## src/rtl/axil_cmd_master.sv

```systemverilog
// Single-outstanding AXI4-Lite master: one command in, one AXI write/read out, one response back.
// Latency: command to AW/W or AR valid is 1 cycle; cmd_ready only in IDLE; response held until rsp_ready.
// Build option AXIL_MASTER_TIMEOUT_EN aborts a stalled transaction after TIMEOUT_CYCLES (rsp_resp=2'b11).
module axil_cmd_master #(
  parameter int ADDR_WIDTH     = 7,
  parameter int DATA_WIDTH     = 32,
  parameter int TIMEOUT_CYCLES = 256
) (
  input  logic                    axi_aclk,
  input  logic                    axi_aresetn,
  input  logic                    cmd_valid,
  output logic                    cmd_ready,
  input  logic                    cmd_write,
  input  logic [ADDR_WIDTH-1:0]   cmd_addr,
  input  logic [DATA_WIDTH-1:0]   cmd_wdata,
  input  logic [DATA_WIDTH/8-1:0] cmd_wstrb,
  output logic                    rsp_valid,
  input  logic                    rsp_ready,
  output logic [DATA_WIDTH-1:0]   rsp_rdata,
  output logic [1:0]              rsp_resp,
  output logic [ADDR_WIDTH-1:0]   m_axi_awaddr,
  output logic                    m_axi_awvalid,
  input  logic                    m_axi_awready,
  output logic [DATA_WIDTH-1:0]   m_axi_wdata,
  output logic [DATA_WIDTH/8-1:0] m_axi_wstrb,
  output logic                    m_axi_wvalid,
  input  logic                    m_axi_wready,
  input  logic [1:0]              m_axi_bresp,
  input  logic                    m_axi_bvalid,
  output logic                    m_axi_bready,
  output logic [ADDR_WIDTH-1:0]   m_axi_araddr,
  output logic                    m_axi_arvalid,
  input  logic                    m_axi_arready,
  input  logic [DATA_WIDTH-1:0]   m_axi_rdata,
  input  logic [1:0]              m_axi_rresp,
  input  logic                    m_axi_rvalid,
  output logic                    m_axi_rready
);
  localparam int STRB_WIDTH = DATA_WIDTH / 8;

  localparam logic [2:0] IDLE  = 3'd0;
  localparam logic [2:0] WADDR = 3'd1;
  localparam logic [2:0] WRESP = 3'd2;
  localparam logic [2:0] RADDR = 3'd3;
  localparam logic [2:0] RDATA = 3'd4;
  localparam logic [2:0] RSP   = 3'd5;

  if (DATA_WIDTH != 32 || TIMEOUT_CYCLES < 2) begin : g_bad_param
    $error("axil_cmd_master: DATA_WIDTH must be 32 and TIMEOUT_CYCLES at least 2");
  end

  logic [2:0]            state;
  logic [ADDR_WIDTH-1:0] addr_q;
  logic [DATA_WIDTH-1:0] wdata_q;
  logic [STRB_WIDTH-1:0] wstrb_q;
  logic                  aw_done;
  logic                  w_done;
  logic                  timeout;

  assign m_axi_awaddr = addr_q;
  assign m_axi_araddr = addr_q;
  assign m_axi_wdata  = wdata_q;
  assign m_axi_wstrb  = wstrb_q;

  // A channel counts as done if it already handshook or handshakes this cycle.
  assign aw_done = !m_axi_awvalid || m_axi_awready;
  assign w_done  = !m_axi_wvalid  || m_axi_wready;

`ifdef AXIL_MASTER_TIMEOUT_EN
  localparam int             TW      = $clog2(TIMEOUT_CYCLES);
  localparam logic [TW-1:0]  TO_LAST = TW'(TIMEOUT_CYCLES - 1);
  logic [TW-1:0] to_cnt;
  logic          busy;

  assign busy    = (state == WADDR) || (state == WRESP) || (state == RADDR) || (state == RDATA);
  assign timeout = busy && (to_cnt == TO_LAST);

  always_ff @(posedge axi_aclk or negedge axi_aresetn) begin
    if (!axi_aresetn)                to_cnt <= '0;
    else if (cmd_valid && cmd_ready) to_cnt <= '0;
    else if (busy)                   to_cnt <= to_cnt + 1'b1;
  end
`else
  assign timeout = 1'b0;
`endif

  always_ff @(posedge axi_aclk or negedge axi_aresetn) begin
    if (!axi_aresetn) begin
      state         <= IDLE;
      cmd_ready     <= 1'b0;
      rsp_valid     <= 1'b0;
      rsp_rdata     <= '0;
      rsp_resp      <= 2'b00;
      addr_q        <= '0;
      wdata_q       <= '0;
      wstrb_q       <= '0;
      m_axi_awvalid <= 1'b0;
      m_axi_wvalid  <= 1'b0;
      m_axi_bready  <= 1'b0;
      m_axi_arvalid <= 1'b0;
      m_axi_rready  <= 1'b0;
    end else if (timeout) begin
      m_axi_awvalid <= 1'b0;
      m_axi_wvalid  <= 1'b0;
      m_axi_bready  <= 1'b0;
      m_axi_arvalid <= 1'b0;
      m_axi_rready  <= 1'b0;
      rsp_valid     <= 1'b1;
      rsp_resp      <= 2'b11;
      rsp_rdata     <= '0;
      state         <= RSP;
    end else begin
      case (state)
        IDLE: begin
          cmd_ready <= 1'b1;
          if (cmd_valid && cmd_ready) begin
            cmd_ready <= 1'b0;
            addr_q    <= cmd_addr;
            wdata_q   <= cmd_wdata;
            wstrb_q   <= cmd_wstrb;
            if (cmd_write) begin
              m_axi_awvalid <= 1'b1;
              m_axi_wvalid  <= 1'b1;
              m_axi_bready  <= 1'b1;
              state         <= WADDR;
            end else begin
              m_axi_arvalid <= 1'b1;
              state         <= RADDR;
            end
          end
        end
        WADDR: begin
          if (m_axi_awready) m_axi_awvalid <= 1'b0;
          if (m_axi_wready)  m_axi_wvalid  <= 1'b0;
          if (aw_done && w_done) begin
            if (m_axi_bvalid) begin
              m_axi_bready <= 1'b0;
              rsp_resp     <= m_axi_bresp;
              rsp_rdata    <= '0;
              rsp_valid    <= 1'b1;
              state        <= RSP;
            end else begin
              state <= WRESP;
            end
          end
        end
        WRESP: begin
          if (m_axi_bvalid) begin
            m_axi_bready <= 1'b0;
            rsp_resp     <= m_axi_bresp;
            rsp_rdata    <= '0;
            rsp_valid    <= 1'b1;
            state        <= RSP;
          end
        end
        RADDR: begin
          if (m_axi_arready) begin
            m_axi_arvalid <= 1'b0;
            m_axi_rready  <= 1'b1;
            state         <= RDATA;
          end
        end
        RDATA: begin
          if (m_axi_rvalid) begin
            m_axi_rready <= 1'b0;
            rsp_resp     <= m_axi_rresp;
            rsp_rdata    <= m_axi_rdata;
            rsp_valid    <= 1'b1;
            state        <= RSP;
          end
        end
        RSP: begin
          if (rsp_ready) begin
            rsp_valid <= 1'b0;
            cmd_ready <= 1'b1;
            state     <= IDLE;
          end
        end
        default: state <= IDLE;
      endcase
    end
  end
endmodule

```

## config.mk

```make
export PLATFORM = sky130hd
export DESIGN_NAME = axil_cmd_master
export DESIGN_NICKNAME = d
export VERILOG_FILES = /design/src/rtl/axil_cmd_master.sv
export SDC_FILE = /design/constraint.sdc
export NUM_CORES = 1
export LEC_CHECK = 0
export CORE_UTILIZATION = 37
export CTS_BUF_LIST = sky130_fd_sc_hd__clkbuf_2 sky130_fd_sc_hd__clkbuf_4 sky130_fd_sc_hd__clkbuf_8
export CTS_CLUSTER_DIAMETER = 40
export DETAILED_ROUTE_END_ITERATION = 7
export GPL_TIMING_DRIVEN = 0
export PLACE_DENSITY = 0.8
export SYNTH_ARGS = -nofsm -noshare
export SYNTH_HDL_FRONTEND = slang
export SYNTH_SLANG_ARGS = --single-unit
```

## constraint.sdc

```tcl
create_clock -name axi_aclk -period 1.7 [get_ports axi_aclk]
set_input_delay 0.17 -clock axi_aclk [delete_from_list [all_inputs] [get_ports axi_aclk]]
set_output_delay 0.17 -clock axi_aclk [all_outputs]
set_load 0.02 [all_outputs]
```

# Yosys cells after proc, flatten, opt, wreduce, memory -nomap -nowiden
# Index checks and enable logic that the tools add are counted.
# W data, S select, Z words.
op_classes:
  reduce_logical: 24
  muxes: 41
  n_eq_ne: 15
op_table:
  columns: ["operator", "count"]
  rows:
  - ["$mux W32", 3]
  - ["$pmux W32 S3", 1]
  - ["$mux W3", 7]
  - ["$ne A2 B2 Y1 const B", 10]
  - ["$reduce_and A4 Y1", 5]
  - ["$pmux W3 S6", 1]
  - ["$mux W1", 17]
  - ["$pmux W1 S2", 5]
  - ["$mux W2", 4]
  - ["$reduce_bool A2 Y1", 4]
  - ["$eq A3 B2 Y1 const B", 2]
  - ["$eq A3 B3 Y1 const B", 2]
  - ["$pmux W2 S3", 1]
  - ["$reduce_and A3 Y1", 2]
  - ["$reduce_and A6 Y1", 1]
  - ["$reduce_bool A3 Y1", 2]
  - ["$pmux W1 S4", 1]
  - ["$reduce_and A2 Y1", 2]
  - ["$reduce_bool A4 Y1", 1]
  - ["$eq A3 B1 Y1 const B", 1]
  - ["$logic_not A3 Y1", 1]
  - ["$pmux W1 S3", 1]
  - ["$logic_and A1 B1 Y1", 2]
  - ["$logic_not A1 Y1", 2]
  - ["$logic_or A1 B1 Y1", 2]
word_totals:
  register_bits: 87
  elab_cells: 93
  in_bits: 89
  output_inout_bits: 91

# Longest topological paths before layout
# Gate-level depths: netlist of run 1.
depth:
  word_depth: 5
  ltp_mapped: 7
  mapped_depth_nobuf: 4

# Worst setup path after synthesis of run 1
# Ideal clock, no wire load.
synth_path:
  kind: "register to register"
  startpoint: "register state[1]"
  endpoint: "register wdata_q[0], in the netlist m_axi_wdata[0]"
  stages_incl_launch_ff: 5
  setup_ns: 0.125
  period_less_slack_ns: 1.692
  t_required_ns: 1.575
  setup_slack_ns: 0.008
  t_arrival_ns: 1.567
  path_buffers: 2
  cell_sequence: "dfrtp_1 > buf_2 > nor4_4 > buf_6 > mux2_2"
synth_via:
  elab_chain_len: 2
synth_lines:
  columns: ["element", "line_no", "rtl"]
  rows:
  - ["start: declaration", "52", "logic [2:0] state;"]
  - ["start signal: assignment", "89", "state <= IDLE;"]
  - ["start signal: assignment", "111", "state <= RSP;"]
  - ["start signal: assignment", "125", "state <= WADDR;"]
  - ["$logic_not A3 Y1", "113", "case (state)"]
  - ["$reduce_and A2 Y1 (no source line)", null, null]
  - ["end signal: assignment", "119", "wdata_q <= cmd_wdata;"]
  - ["end: declaration", "54", "logic [DATA_WIDTH-1:0] wdata_q;"]
# No other way between the ends.
# A chain may end at the register's enable or synchronous reset.

# Worst setup path in the final report of run 1
layout_path:
  startpoint: "register state[2]"
  endpoint: "register rsp_rdata[0]"
layout_via:
  elab_chain_len: 3
  elab_cells_between_ends: 8
  cone_classes: "eq/ne: 5; mux: 1; reduce/logical: 2"
layout_lines:
  columns: ["element", "line_no", "rtl"]
  rows:
  - ["$eq A3 B1 Y1, or another cell as far along", "113", null]
  - ["$ne A2 B2 Y1 (no source line) / $reduce_bool A3 Y1 (equally long branches)", null, null]
  - ["$reduce_and A3 Y1 (no source line)", null, null]
  - ["end signal: assignment", "167", "rsp_rdata <= m_axi_rdata;"]
  - ["end: declaration", "19", "output logic [DATA_WIDTH-1:0] rsp_rdata,"]
# Several ways; a longest one is shown, not always the timed one.

==> impl_metrics.csv, run 1 <==
group,metric,value,unit
outcome,outcome,"complete, but fails checks",
outcome,violations,"negative setup slack",
drt,wl_met1,3715,um
global_routing,grt-ovfl-total,0,
floorplanning,die_area,0.009937,sq mm
floorplanning,core_area,0.009240,sq mm
floorplanning,initial_core_util,0.3821,
timing,worst_pin_slew,390.2,ps
final_layout,finalInstanceArea,0.005781,sq mm
synthesis,synthDistinctLibCells,30,
critical_path,required,1930,ps
synthesis,synth_warnings,0,
drt,vias,2826,
pwr,peakVddDrop,0.8199,mV
drt,detail-route-antenna-nets,0,
drt,wirelength,9144,um
drt,wire_per_inst,15.63,um
timing,setup-violations-final,19,
worst_hold_path,holdCritPathClass,"input port to asynchronous set/reset pin",
timing,rsz0062_at_grt,"yes",
drt,routed.top_layer,"met4",
placed_design,gp_congestion,0.9290,
clock_tree,cts.sinks,87,
drt,drt-pass1-iter-count,4,
timing,fin_skew,8.936,ps
timing,min_period,1723,ps
floorplanning,num_rows,35,
synthesis,synth_top_family_by_area,"multiplexers",
placed_design,hpwl,6748,um
synthesis,yosys.area_share.simple,0.03898,
floorplanning,ios,180,
synthesis,synth_fa_ha_area_frac,0,
clock_tree,htree_levels,3,
critical_path,cp_data_arrival_time,1960,ps
synthesis,ys_seq_elements,87,
drt,drc,0,
final_layout,nets,540,
synthesis,syn-mean-instance-area,13.85,sq um
synthesis,synth_compound_area_frac,0.1325,
final_layout,diodes,0,
clock_tree,cts-buffers-inserted,9,
timing,finalMaxSlewViolations,0,
clock_tree,clk-insertion-delay-late,340,ps
timing,setup_ws,-22.92,ps
placed_design,port-buffer-count,179,
placed_design,dpl-instance-area,0.005509,sq mm
critical_path,startpoint_type,"flop",
timing,finalHoldViolations,0,
global_routing,grt_max_degree,74,
floorplanning,die_w,99.69,um
clock_tree,cts_tree,"done",
synthesis,synth_xor_xnor_area_share,0,
pwr,p_per_area,1796,mW/mm^2
drt,via_per_inst,4.831,
clock_tree,clockBufferDepth,2,
timing,max_freq,0.5804,GHz
timing,tns,-173.9,ps
synthesis,syn_area,0.003531,sq mm
synthesis,seq_area_frac_synth,0.6166,
global_routing,grtUsageTotal,0.1892,
clock_tree,cts.reportedPaths.clkPinSlew,90,ps
critical_path,worstSetupPathType,"flop to flop",
synthesis,muxShareOfSynthArea,0.1559,
synthesis,synth_cells,255,
floorplanning,die_h,99.69,um
drt,dr_wl_met2,4820,um
timing,timing.final.crit_share,1.013,
synthesis,syn-num-nets,344,
critical_path,critPathCaptureType,"flop",
pwr,total_power,0.01038,W
global_routing,grt_pass1_vias,2891,
pwr,leakagePower,2.455,nW
job,drv_cap,0,
critical_path,path_max_fanout,10,
drt,drtIter0Drc,49,
global_routing,antenna_found_initial,0,
final_layout,syn_to_final_growth,63.71,%
clock_tree,cts_root_buf,"clkbuf_8",
global_routing,grt_pass1_wl,14490,um
drt,wl_met3,482,um
final_layout,layout-drive-gt1-share,0.2105,
timing,max_slew_margin,0.7399,
==> where the power goes <==
| part | internal (W) | leakage [nW] | switching (W) |
|---|---|---|---|
| logic | 0.00303 | 1.30 | 0.00261 |
| registers | 0.00295 | 1.08 | 0.000510 |
| clock network | 0.000552 | 0.0823 | 0.000731 |
| total | 0.00653 | 2.45 | 0.00385 |
==> repair_timing <==
action	in CTS	in global routing
resized for setup	8	7
buffers inserted	3	1
pin swaps	2	4
hold buffers	1	0
setup endpoints to repair	76	33
endpoints found under the hold margin	14	0
gates cloned	0	0
==> state kept, by name, summed over array words and instances, names as in the netlist, 2 cells and up <==
name / cells
state: 3
m_axi_wstrb: 4
m_axi_wdata: 32
rsp_resp: 2
rsp_rdata: 32
m_axi_araddr: 7
==> per-stage QoR <==
step	std cells	hold WS, ps	util	worst slack (ps)
global route	585	215.1	0.6256	-40.86
global placement	563	486.9	0.5935	-2654
finish	585	225.4	0.6256	-22.92
CTS	584	211.8	0.6221	4.171
floorplan	255	-125.6	-	8.086
detailed placement	564	48.68	0.5962	-415.3
==> placed cells by master, fill, tap and decap left out, types with 2 or more instances in the layout <==
master,n
a211oi_1,2
a21oi_1,8
a22o_1,32
a31oi_1,3
buf_2,2
buf_4,11
buf_6,8
clkbuf_2,3
clkbuf_4,2
clkbuf_8,9
clkdlybuf4s50_1,178
clkinvlp_4,3
dfrtp_1,86
inv_1,7
mux2_1,3
mux2_2,45
nand2_1,12
nand2b_1,4
nor2_1,4
o21ai_0,8
==> worst paths after layout <==
kind	from	endpoint	slack (ps)	cells after the start
min reg2reg	m_axi_wdata[22]$_DFFE_PN0P_	m_axi_wdata[22]$_DFFE_PN0P_	510	1
max reg2reg	state[2]$_DFFE_PN0P_	rsp_rdata[0]$_DFFE_PN0P_	-20	6
max	state[2]$_DFFE_PN0P_	rsp_rdata[0]$_DFFE_PN0P_	-20	6
min in group axi_aclk	m_axi_rdata[10]	rsp_rdata[10]$_DFFE_PN0P_	420	2
min	axi_aresetn	m_axi_wdata[22]$_DFFE_PN0P_	230	2
max in group asynchronous	axi_aresetn	state[2]$_DFFE_PN0P_	820	3
==> final cells by class <==
class                   instances  area [sq um]
plain buffers                  23         193.9
repair buffers                185          1869
multi-input cells             138          1175
clock inverters                 6         45.04
inverters                       7         26.28
clock buffers                  10         131.4
well taps                     129         161.4
fillers                       768          3460
flip-flops and latches         87          2178
==> cells by family (layout without fill, tap and decap cells) <==
group,Yosys count,count (layout)
flops,87,87
compound gates,62,62
mux,49,49
buf+inv,30,231
simple gates,27,27
==> worst max-delay path, cell delays in order, from the launching register on <==
cell	delay (ps)
dfrtp_2	480
nor2_4	150
nand2_2	70
o32a_1	390
buf_6	160
buf_6	140
a22o_1	240
==> per-layer routing <==
metal,GRT usage,vias up
met1,0.2218,1397
met2,0.3443,110
met4,0.05995,0
met3,0.04006,12
li1,-,1307
met5,0,-
==> synthesized netlist by cell type, drive strengths merged <==
library cell   n  area share
a32oi          1      0.0025
a21oi          8       0.011
o211ai         1      0.0021
nand2         13       0.014
o311ai         1      0.0025
nand2b         4      0.0071
mux2i          1      0.0028
a2bb2oi        1      0.0025
o21ai          8       0.011
a31oi          3      0.0053
mux2          48        0.15
a21o           1      0.0021
dfrtp         87        0.62
o31ai          1      0.0021
a211oi         2      0.0043
a22o          32       0.079
o22ai          1      0.0018
clkbuf         4      0.0043
nor2b          2      0.0035
nor3           1      0.0014
inv            7      0.0074
o32a           1      0.0028
nor4           1      0.0060
o22a           1      0.0025
buf           19       0.044
nor2           6      0.0071
Note: power is estimated with default switching activity, not from simulation.
==> run 2, diff against run 1 <==
--- a/config.mk
+++ b/config.mk
@@ -9,7 +9,7 @@
 export CTS_BUF_LIST = sky130_fd_sc_hd__clkbuf_2 sky130_fd_sc_hd__clkbuf_4 sky130_fd_sc_hd__clkbuf_8
 export CTS_CLUSTER_DIAMETER = 40
 export DETAILED_ROUTE_END_ITERATION = 7
-export GPL_TIMING_DRIVEN = 0
+export GPL_TIMING_DRIVEN = 1
 export PLACE_DENSITY = 0.8
 export SYNTH_ARGS = -nofsm -noshare
 export SYNTH_HDL_FRONTEND = slang
==> run 2 against run 1 <==
Compared with the run above: the run now ends clean; first-iteration DRC count rose by 18%; worst hold slack better by 52 ps; sequential share of layout area shrank 0.24 points; die area unchanged; via count fell by 0.18%; worst setup slack better by 91 ps; combinational power is 3% lower; clock power up 37%; sequential cell count stayed put; critical path depth fell by 1; largest power group unchanged.
==> impl_metrics.csv, run 2 (synthesis gave the netlist of run 1 again) <==
group,metric,value,unit
worst_hold_path,holdCritPathClass,"input port to asynchronous set/reset pin",
placed_design,port-buffer-count,179,
drt,via_per_inst,4.864,
floorplanning,initial_core_util,0.3821,
drt,drt-pass1-iter-count,4,
timing,fin_skew,7.744,ps
critical_path,worstSetupPathType,"flop to flop",
global_routing,grt-ovfl-total,0,
global_routing,grt_pass1_wl,13740,um
timing,rsz0062_at_grt,"no",
drt,vias,2821,
placed_design,dpl.cell_count,560,
critical_path,timing.rr.start,"m_axi_wvalid$_DFFE_PN0P_",
global_routing,antenna_found_initial,0,
timing,max_freq,0.6129,GHz
outcome,outcome,"finished clean",
final_layout,finalInstanceArea,0.005821,sq mm
global_routing,grt_pass1_vias,2816,
global_routing,grt_max_degree,46,
drt,wirelength,9018,um
drt,drtIter0Drc,58,
critical_path,cp_data_arrival_time,1860,ps
drt,wire_per_inst,15.55,um
final_layout,layout_commonest_cell,"clkdlybuf4s50_1",
critical_path,startpoint_type,"flop",
pwr,p_per_area,1839,mW/mm^2
critical_path,critPathCaptureType,"flop",
clock_tree,clockBufferDepth,2,
timing,setup-violations-final,0,
timing,timing.final.crit_share,0.9598,
critical_path,max_stage_delay,450,ps
placed_design,dpl-instance-area,0.005513,sq mm
timing,max_slew_margin,0.7507,
pwr,leakagePower,2.476,nW
final_layout,diodes,0,
clock_tree,cts.sinks,87,
placed_design,hpwl,6642,um
timing,finalHoldViolations,0,
final_layout,layout-drive-gt1-share,0.2040,
critical_path,r2r_end,"rsp_rdata[7]$_DFFE_PN0P_",
final_layout,fillCellCount,751,
critical_path,path_max_fanout,28,
final_layout,utilization,0.6299,
final_layout,syn_to_final_growth,64.85,%
floorplanning,num_rows,35,
drt,drc,0,
timing,min_period,1632,ps
final_layout,final_cell_mix,"clkdlybuf4s50_1, dfrtp_1, mux2_2",
pwr,peakVddDrop,0.9442,mV
critical_path,reg2reg_depth,5,
clock_tree,clk-insertion-delay-late,350,ps
critical_path,rrSetupSlack,70,ps
clock_tree,htree_levels,3,
final_layout,instances_no_fill,580,
floorplanning,core_area,0.009240,sq mm
critical_path,slowest_stage,"o32a_1",
clock_tree,cts_root_buf,"clkbuf_8",
floorplanning,die_w,99.69,um
floorplanning,die_h,99.69,um
critical_path,startpoint,"m_axi_wvalid$_DFFE_PN0P_",
clock_tree,cts_tree,"done",
placed_design,gp_congestion,0.8374,
floorplanning,die_area,0.009937,sq mm
timing,worst_pin_slew,369.3,ps
drt,detail-route-antenna-nets,0,
job,drv_cap,0,
global_routing,grtUsageTotal,0.1775,
clock_tree,cts-buffers-inserted,9,
final_layout,nets,535,
critical_path,required,1930,ps
timing,finalMaxSlewViolations,0,
floorplanning,ios,180,
critical_path,path_cells,"inv_1 -> o22ai_1 -> o32a_1 -> buf_12 -> a22o_1",
clock_tree,cts.reportedPaths.clkPinSlew,90,ps
critical_path,crit_path_end,"rsp_rdata[7]$_DFFE_PN0P_",
[run 2: worst min-delay path by stage]
stage	startpoint	to	slack [ps]	cells after the start
5_1_grt	axi_aresetn	m_axi_wdata[19]$_DFFE_PN0P_	290	2
3_5_place_dp	axi_aresetn	m_axi_wdata[22]$_DFFE_PN0P_	110	1
2_1_floorplan	axi_aresetn	cmd_ready$_DFFE_PN0P_	-130	0
6_report	axi_aresetn	m_axi_wdata[22]$_DFFE_PN0P_	280	2
4_1_cts	axi_aresetn	m_axi_wdata[22]$_DFFE_PN0P_	280	2
3_3_place_gp	axi_aresetn	m_axi_wdata[22]$_DFFE_PN0P_	110	1
[run 2: cell type report]
class,instances,area [sq um],area share
multi-input cells,138,1166,0.2003
well taps,129,161.4,0.02773
repair buffers,203,2038,0.3502
clock inverters,7,125.1,0.02150
inverters,7,26.28,0.004514
flip-flops and latches,87,2180,0.3745
clock buffers,9,123.9,0.02128
[run 2: timing repair]
item / 4_1_cts / 5_1_grt
buffers inserted: 0 / 1
setup endpoints to repair: 7 / 82
pin swaps: 0 / 1
hold endpoints to repair: 26 / 0
gates cloned: 0 / 2
gates resized for setup: 1 / 6
hold buffers: 1 / 0
[run 2: worst max-delay path: cells and delay by family (launching register included)]
kind,cells,cell delay (ps)
buffers and inverters,2,290
flip-flops,1,420
AO/OA/AOI/OAI,3,810
[run 2: power breakdown]
group	switching (W)	internal [W]
Clock	0.000755	0.000995
Combinational	0.00254	0.00293
Sequential	0.000529	0.00295
Total	0.00383	0.00688
[run 2: through the flow]
stage	hold slack, ps	setup TNS, ps	power, W	setup WS [ps]
2_1_floorplan	-125.6	0	0.006436	8.086
3_3_place_gp	111.2	-2872	0.008806	-86.50
3_5_place_dp	114.1	-4160	0.008953	-138.0
4_1_cts	275.1	0	0.01074	8.394
5_1_grt	290.5	0	0.01128	1.795
6_report	277.0	0	0.01070	68.33
[run 2: routing by layer]
metal / wire, um / part of all wire / GRT usage
met5: 0 / 0 / 0
met1: 3828 / 0.42 / 0.2114
met2: 4551 / 0.50 / 0.3066
met4: 124 / 0.014 / 0.07014
met3: 513 / 0.057 / 0.04568
